## src/rtl/control_lectura_buffer_pkg.sv

```systemverilog
// Shared definitions for the pixel-buffer fetch sequencer: frame geometry
// defaults and the FSM state encoding.
package control_lectura_buffer_pkg;

    localparam int PIXELS_PER_WORD    = 4;
    localparam int IMG_COLS           = 320;
    localparam int IMG_ROWS           = 240;
    localparam int DEFAULT_IMG_WORDS  = (IMG_COLS * IMG_ROWS) / PIXELS_PER_WORD;
    localparam int DEFAULT_ADDR_WIDTH = 18;

    // Fetch sequencer states
    typedef enum logic [2:0] {
        ST_IDLE  = 3'd0,
        ST_CHECK = 3'd1,
        ST_READ  = 3'd2,
        ST_SAVE  = 3'd3,
        ST_FIN   = 3'd4
    } state_t;

endpackage

```

## src/rtl/control_lectura_buffer.sv

```systemverilog
// Fetch sequencer: reads IMG_WORDS consecutive words from image memory and
// pushes each into the pixel buffer, one outstanding read at a time, only
// when the buffer reports space. All outputs are Moore decodes of registers.
//
// Handshakes:
//   memory side : mem_rd_req is held high with a stable mem_addr until the
//                 cycle mem_rd_ack is sampled high; mem_data_in is captured
//                 in that same cycle.
//   buffer side : save_mem_data is a one-cycle strobe with memory_data
//                 stable; space_available is re-sampled in CHECK before
//                 every read, so the buffer must update it by the cycle
//                 after a save.
module control_lectura_buffer
    import control_lectura_buffer_pkg::*;
#(
    parameter int                    ADDR_WIDTH = DEFAULT_ADDR_WIDTH,
    parameter logic [ADDR_WIDTH-1:0] BASE_ADDR  = '0,
    parameter int                    IMG_WORDS  = DEFAULT_IMG_WORDS
) (
    input  logic                  clk,
    input  logic                  reset,
    input  logic                  start,
    input  logic                  abort,
    output logic [ADDR_WIDTH-1:0] mem_addr,
    output logic                  mem_rd_req,
    input  logic                  mem_rd_ack,
    input  logic [31:0]           mem_data_in,
    output logic [31:0]           memory_data,
    output logic                  save_mem_data,
    input  logic                  space_available,
    output logic                  busy,
    output logic                  done
);

    localparam int                CNT_W     = $clog2(IMG_WORDS + 1);
    localparam logic [CNT_W-1:0]  LAST_WORD = CNT_W'(IMG_WORDS - 1);

    state_t                state_q;
    state_t                state_d;
    logic [ADDR_WIDTH-1:0] addr_q;
    logic [CNT_W-1:0]      count_q;
    logic [31:0]           data_q;

    // State register
    always_ff @(posedge clk) begin
        if (!reset) begin
            state_q <= ST_IDLE;
        end else begin
            state_q <= state_d;
        end
    end

    // Next-state logic; abort is only honoured at word boundaries (CHECK/SAVE)
    always_comb begin
        state_d = state_q;
        case (state_q)
            ST_IDLE: begin
                if (start) state_d = ST_CHECK;
            end
            ST_CHECK: begin
                if (abort)                state_d = ST_FIN;
                else if (space_available) state_d = ST_READ;
            end
            ST_READ: begin
                if (mem_rd_ack) state_d = ST_SAVE;
            end
            ST_SAVE: begin
                if (count_q == LAST_WORD || abort) state_d = ST_FIN;
                else                               state_d = ST_CHECK;
            end
            ST_FIN: begin
                state_d = ST_IDLE;
            end
            default: begin
                state_d = ST_IDLE;
            end
        endcase
    end

    // Address counter, word counter and captured read data
    always_ff @(posedge clk) begin
        if (!reset) begin
            addr_q  <= BASE_ADDR;
            count_q <= '0;
            data_q  <= '0;
        end else begin
            case (state_q)
                ST_IDLE: begin
                    if (start) begin
                        addr_q  <= BASE_ADDR;
                        count_q <= '0;
                    end
                end
                ST_READ: begin
                    if (mem_rd_ack) data_q <= mem_data_in;
                end
                ST_SAVE: begin
                    // Address wraps naturally; count never exceeds IMG_WORDS
                    addr_q  <= addr_q + 1'b1;
                    count_q <= count_q + 1'b1;
                end
                default: begin
                end
            endcase
        end
    end

    // Moore output decode
    always_comb begin
        mem_rd_req    = (state_q == ST_READ);
        save_mem_data = (state_q == ST_SAVE);
        busy          = (state_q != ST_IDLE);
        done          = (state_q == ST_FIN);
        mem_addr      = addr_q;
        memory_data   = data_q;
    end

endmodule

```

## config.mk

```make
export PLATFORM = sky130hd
export DESIGN_NAME = control_lectura_buffer
export DESIGN_NICKNAME = d
export VERILOG_FILES = /design/src/rtl/control_lectura_buffer_pkg.sv /design/src/rtl/control_lectura_buffer.sv
export SDC_FILE = /design/constraint.sdc
export NUM_CORES = 1
export LEC_CHECK = 0
export BUFFER_PORTS_ARGS = -buffer_cell sky130_fd_sc_hd__buf_2
export CAP_MARGIN = 15
export CORE_ASPECT_RATIO = 0.5
export CORE_UTILIZATION = 35
export CTS_CLUSTER_SIZE = 12
export DETAILED_ROUTE_END_ITERATION = 8
export SYNTH_ARGS = -nofsm -noshare
export SYNTH_HDL_FRONTEND = slang
export SYNTH_SLANG_ARGS = --single-unit
```

## constraint.sdc

```tcl
create_clock -name clk -period 1.9 [get_ports clk]
set_input_delay 0.095 -clock clk [delete_from_list [all_inputs] [get_ports clk]]
set_output_delay 0.095 -clock clk [all_outputs]
set_load 0.1 [all_outputs]
```

[Yosys cells after proc, flatten, opt, wreduce, memory -nomap -nowiden]
Index checks and enable logic that the tools add are counted.
Operators by class
  $add $sub $neg: 2
  eq/ne operators: 8
  muxes and demuxes: 10
  reduce and logical (&&, ||, !) cells: 7
Operator list (number)
  $pmux W18 S2: 1
  $pmux W15 S2: 1
  $add A18 B1 Y18 const B: 1
  $mux W18: 1
  $add A15 B1 Y15 const B: 1
  $eq A15 B15 Y1 const B: 1
  $mux W15: 1
  $mux W3: 5
  $pmux W3 S4: 1
  $eq A3 B2 Y1 const B: 2
  $reduce_and A2 Y1: 2
  $eq A3 B1 Y1 const B: 1
  $eq A3 B3 Y1 const B: 1
  $logic_not A3 Y1: 1
  $ne A3 B3 Y1 const B: 1
  $reduce_and A3 Y1: 1
  $reduce_bool A3 Y1: 1
  $ne A2 B1 Y1 const B: 1
  $ne A2 B2 Y1 const B: 1
  $reduce_bool A2 Y1: 1
  $logic_or A1 B1 Y1: 1
Word-level totals
  flip-flop bits (word level): 68
  bits of input ports: 38
  output and inout bits: 54
  logic and storage cells: 31

[Depth between registers and ports, before layout]
  word-level depth: 4
  gate-level depth with buffers: 7
  depth with buffers taken out: 5

[Worst setup path before layout]
No wires, ideal clock.
  kind: register to output
  start point: register state_q[1]
  end point: output done
  data arrival time: 2483 ps
  required time: 1805 ps
  path slack: -678 ps
  stages on the path, launching flop included: 3
  buffers on the path: 1
  cells stage by stage: dfxtp_1 > buf_6 > nor3_1
Between the ends
  word-level cells in the longest chain between the ends: 1
RTL lines
  from (decl): RTL line control_lectura_buffer.sv:38  | state_t state_q;
  from (signal assigned): RTL line control_lectura_buffer.sv:49  | state_q <= state_d;
  $eq A3 B3 Y1: RTL line control_lectura_buffer.sv:113  | done = (state_q == ST_FIN);
  to (decl): RTL line control_lectura_buffer.sv:32  | output logic done
Every way passes these cells.

[Worst setup path in the final report]
  start point: register state_q[2]
  end point: output save_mem_data
Between the ends
  word-level cells in the longest chain between the ends: 1
RTL lines
  $eq A3 B2 Y1: RTL line control_lectura_buffer.sv:111  | save_mem_data = (state_q == ST_SAVE);
  to (decl): RTL line control_lectura_buffer.sv:29  | output logic save_mem_data,
Every way passes these cells.

==> summary.md <==
| Metric | Value |
|---|---|
| Maximum vdd drop | 478 uV |
| Hold path startpoint | mem_data_in[5] |
| Max clock buf depth | 2 |
| Root buf cell | clkbuf_16 |
| Leak pwr | 0.00176 uW |
| Crit Path Class | reg2out |
| Post-Place Cells | 557 |
| Layout Area Growth over Synthesis | 32.3% |
| Antenna cells | 0 |
| Period minus WS final | 1.62 ns |
| CTS buffer count | 9 |
| Flops & latches, synth | 68 |
| Max-cap violations | 0 |
| RD Place Congestion | 0.748 |
| PwrDens | 858 nW/um^2 |
| Mapped Cells | 363 |
| Dpl hpwl | 5020 um |
| Avg Cell Area, Syn | 8.51 um^2 |
| Ports | 92 |
| Crit. End Element | output pin |
| Slew @ Worst Pin | 0.554 ns |
| FFs w/ async S/R, synth | 0% |
| Die Y | 68.4 um |
| EDFF count, synth | 0 |
| Largest net degree at the start of global routing | 36 |
| Setup TNS | 0 ns |
| Total Routed Length | 7310 um |
| Status | complete, no violations |
| PortBufs | 91 |
| Final hold viol count | 0 |
| Final Cycle Share | 85.5% |
| DR iter-0 viols | 142 |
| Aggregate global routing overflow | 0 |
| TritonCTS clock tree | yes |
| ANT nets after route | 0 |
| WP data required | 1.80 ns |
| Cts repair resizes | 0 |
| First-pass GRT wire length | 12200 um |
| Number of library cell types mapped by synthesis | 46 |
| Core area | 8260 um^2 |
| Via count | 2855 |
| Hold Path Sink | memory_data[5] |
| Initial Util | 37.4% |
| Die width | 135 um |
| Vias in the first global route | 2519 |
| Hold Path Stages | 3 |
| Most instantiated cells after synthesis | nand2_1 (82), dfxtp_1 (68), a21boi_0 (39) |
| Total iterations of the first detailed-routing run | 4 |
| Worst-Skew Late Latency | 0.33 ns |
| Share of the yosys chip area belonging to registers | 44.1% |
| Slew margin rel. | 63.1% |
| Synth area leader | dfxtp_1 |
| DRC viols | 0 |
| WL/cell | 12.8 um |
| CTS sink count | 68 |
| Non-Filler Instances | 573 |
| Synthesis Warnings | 0 |
| Crit start category | register |
| Yosys top cell area share | 44.1% |
| Synthesized Nets | 403 |
| Arr. time, crit path | 1.53 ns |
| DIE AREA | 9230 um^2 |
| Post-CTS Hold Buffers | 0 |
| Most common cell in the netlist | nand2_1 |
| H-tree depth | 3 |
| Initial antenna violation count | 0 |
| Slew Limit Fails | 0 |
| Mapped Area | 3090 um^2 |
| Via density | 4.98 |
| Rows | 23 |
| Share of layout cells above drive strength 1 | 30.2% |
| Clock skew | 0.00777 ns |
| Worst R2R Setup Slack | 0.28 ns |
| Top_reg_cell synth | dfxtp_1 |
| # nets final | 496 |
| Post-CTS Setup Repair Bufs | 0 |
| GRT Total Usage | 17.2% |
| Min-delay worst type | in2reg |
| RR Endpoint | mem_addr[11] |
| Clock transition at the registers of the reported paths | 0.05 ns |
| CP Max Fanout | 22 |
| RSZ-0062 raised after global routing | no |
| Endpoints failing setup | 0 |
| Largest cells by area after synthesis | dfxtp_1 (44%), nand2_1 (10%), a21boi_0 (9.5%) |
| Maximum clock frequency | 616 MHz |
| Worst r2r path cells | 3 |
| Worst r2r src | state_q[1] |
-- through the flow --
| stage | util, % | total power, uW | worst slack [ns] | cell area, um^2 | hold WS [ns] |
|---|---|---|---|---|---|
| after floorplan | - | 1660 | 0.00650 | 3120 | 0.240 |
| after global placement | 45.4 | 1730 | 0.308 | 3750 | 0.345 |
| after detailed placement | 45.4 | 1740 | 0.291 | 3750 | 0.354 |
| after CTS | 49.4 | 3550 | 0.264 | 4080 | 0.000557 |
| after global routing | 49.4 | 3640 | 0.176 | 4080 | 0.00566 |
| final | 49.4 | 3500 | 0.276 | 4080 | 0.0128 |
-- worst max path at each step --
stage                     slack [ns]        start             to
after global routing            0.18   state_q[2]  save_mem_data
final                           0.28   state_q[2]  save_mem_data
after CTS                       0.26   state_q[2]  save_mem_data
after global placement          0.31   state_q[1]   mem_addr[11]
after floorplan                0.007  mem_addr[3]   mem_addr[15]
after detailed placement        0.29   state_q[1]   mem_addr[11]
-- sequential cells by signal, summed over array words and instances (netlist names) --
name         count
mem_addr        18
memory_data     32
count_q         15
state_q          3
-- power breakdown --
group	switching [uW]	leakage, uW	internal [uW]
clock	596	0.000160	1200
combinational	179	0.00105	82.1
sequential	6.74	0.000555	1430
total	782	0.00176	2720
-- layout by cell type, fill, tap and decap left out, drive strengths merged, types with 2 or more instances in the layout --
| cell type | n |
|---|---|
| nand2 | 82 |
| inv | 7 |
| nor4 | 5 |
| nor2b | 5 |
| clkbuf | 14 |
| and3 | 3 |
| and2 | 9 |
| a41o | 4 |
| o21ai | 5 |
| nand4 | 8 |
| a21boi | 39 |
| o311ai | 4 |
| nor3b | 2 |
| a21oi | 11 |
| nand2b | 8 |
| or4 | 3 |
| and4 | 3 |
| buf | 105 |
| nand3b | 3 |
| ha | 2 |
| o211a | 2 |
| nand3 | 24 |
| nand4b | 2 |
| mux2i | 11 |
| nor3 | 5 |
| dfxtp | 68 |
| a22oi | 3 |
| or3 | 2 |
| nor2 | 7 |
-- routing by layer --
metal / part of all wire, % / wire length (um) / global-route usage (%)
met1: 49 / 3580 / 21.9
met2: 44 / 3200 / 26.5
met3: 5.7 / 416 / 5.85
met4: 1.5 / 112 / 8.15
met5: 0 / 0 / 0
-- worst max-delay path, stage by stage (launching register included) --
cell,delay [ns]
dfxtp_1,0.35
nand3b_1,0.21
buf_12,0.18
inv_1,0.08
buf_4,0.18
buf_12,0.19
-- logic make-up after synthesis --
family                   synth area share (%)
flip-flops                               44.1
buffers and inverters                    4.21
multiplexers                             3.57
XOR/XNOR                                0.284
AO/OA/AOI/OAI                            18.5
adder cells (fa/ha/maj)                 0.810
AND/OR/NAND/NOR                          28.5
-- final cells by class --
cell class | count | area [um^2]
fillers | 829 | 4180
flip-flops and latches | 68 | 1380
multi-input cells | 265 | 1600
clock buffers | 14 | 295
well taps | 112 | 140
repair buffers | 105 | 601
clock inverters | 2 | 37.5
inverters | 7 | 26.3
(Power assumes the default switching activity.)
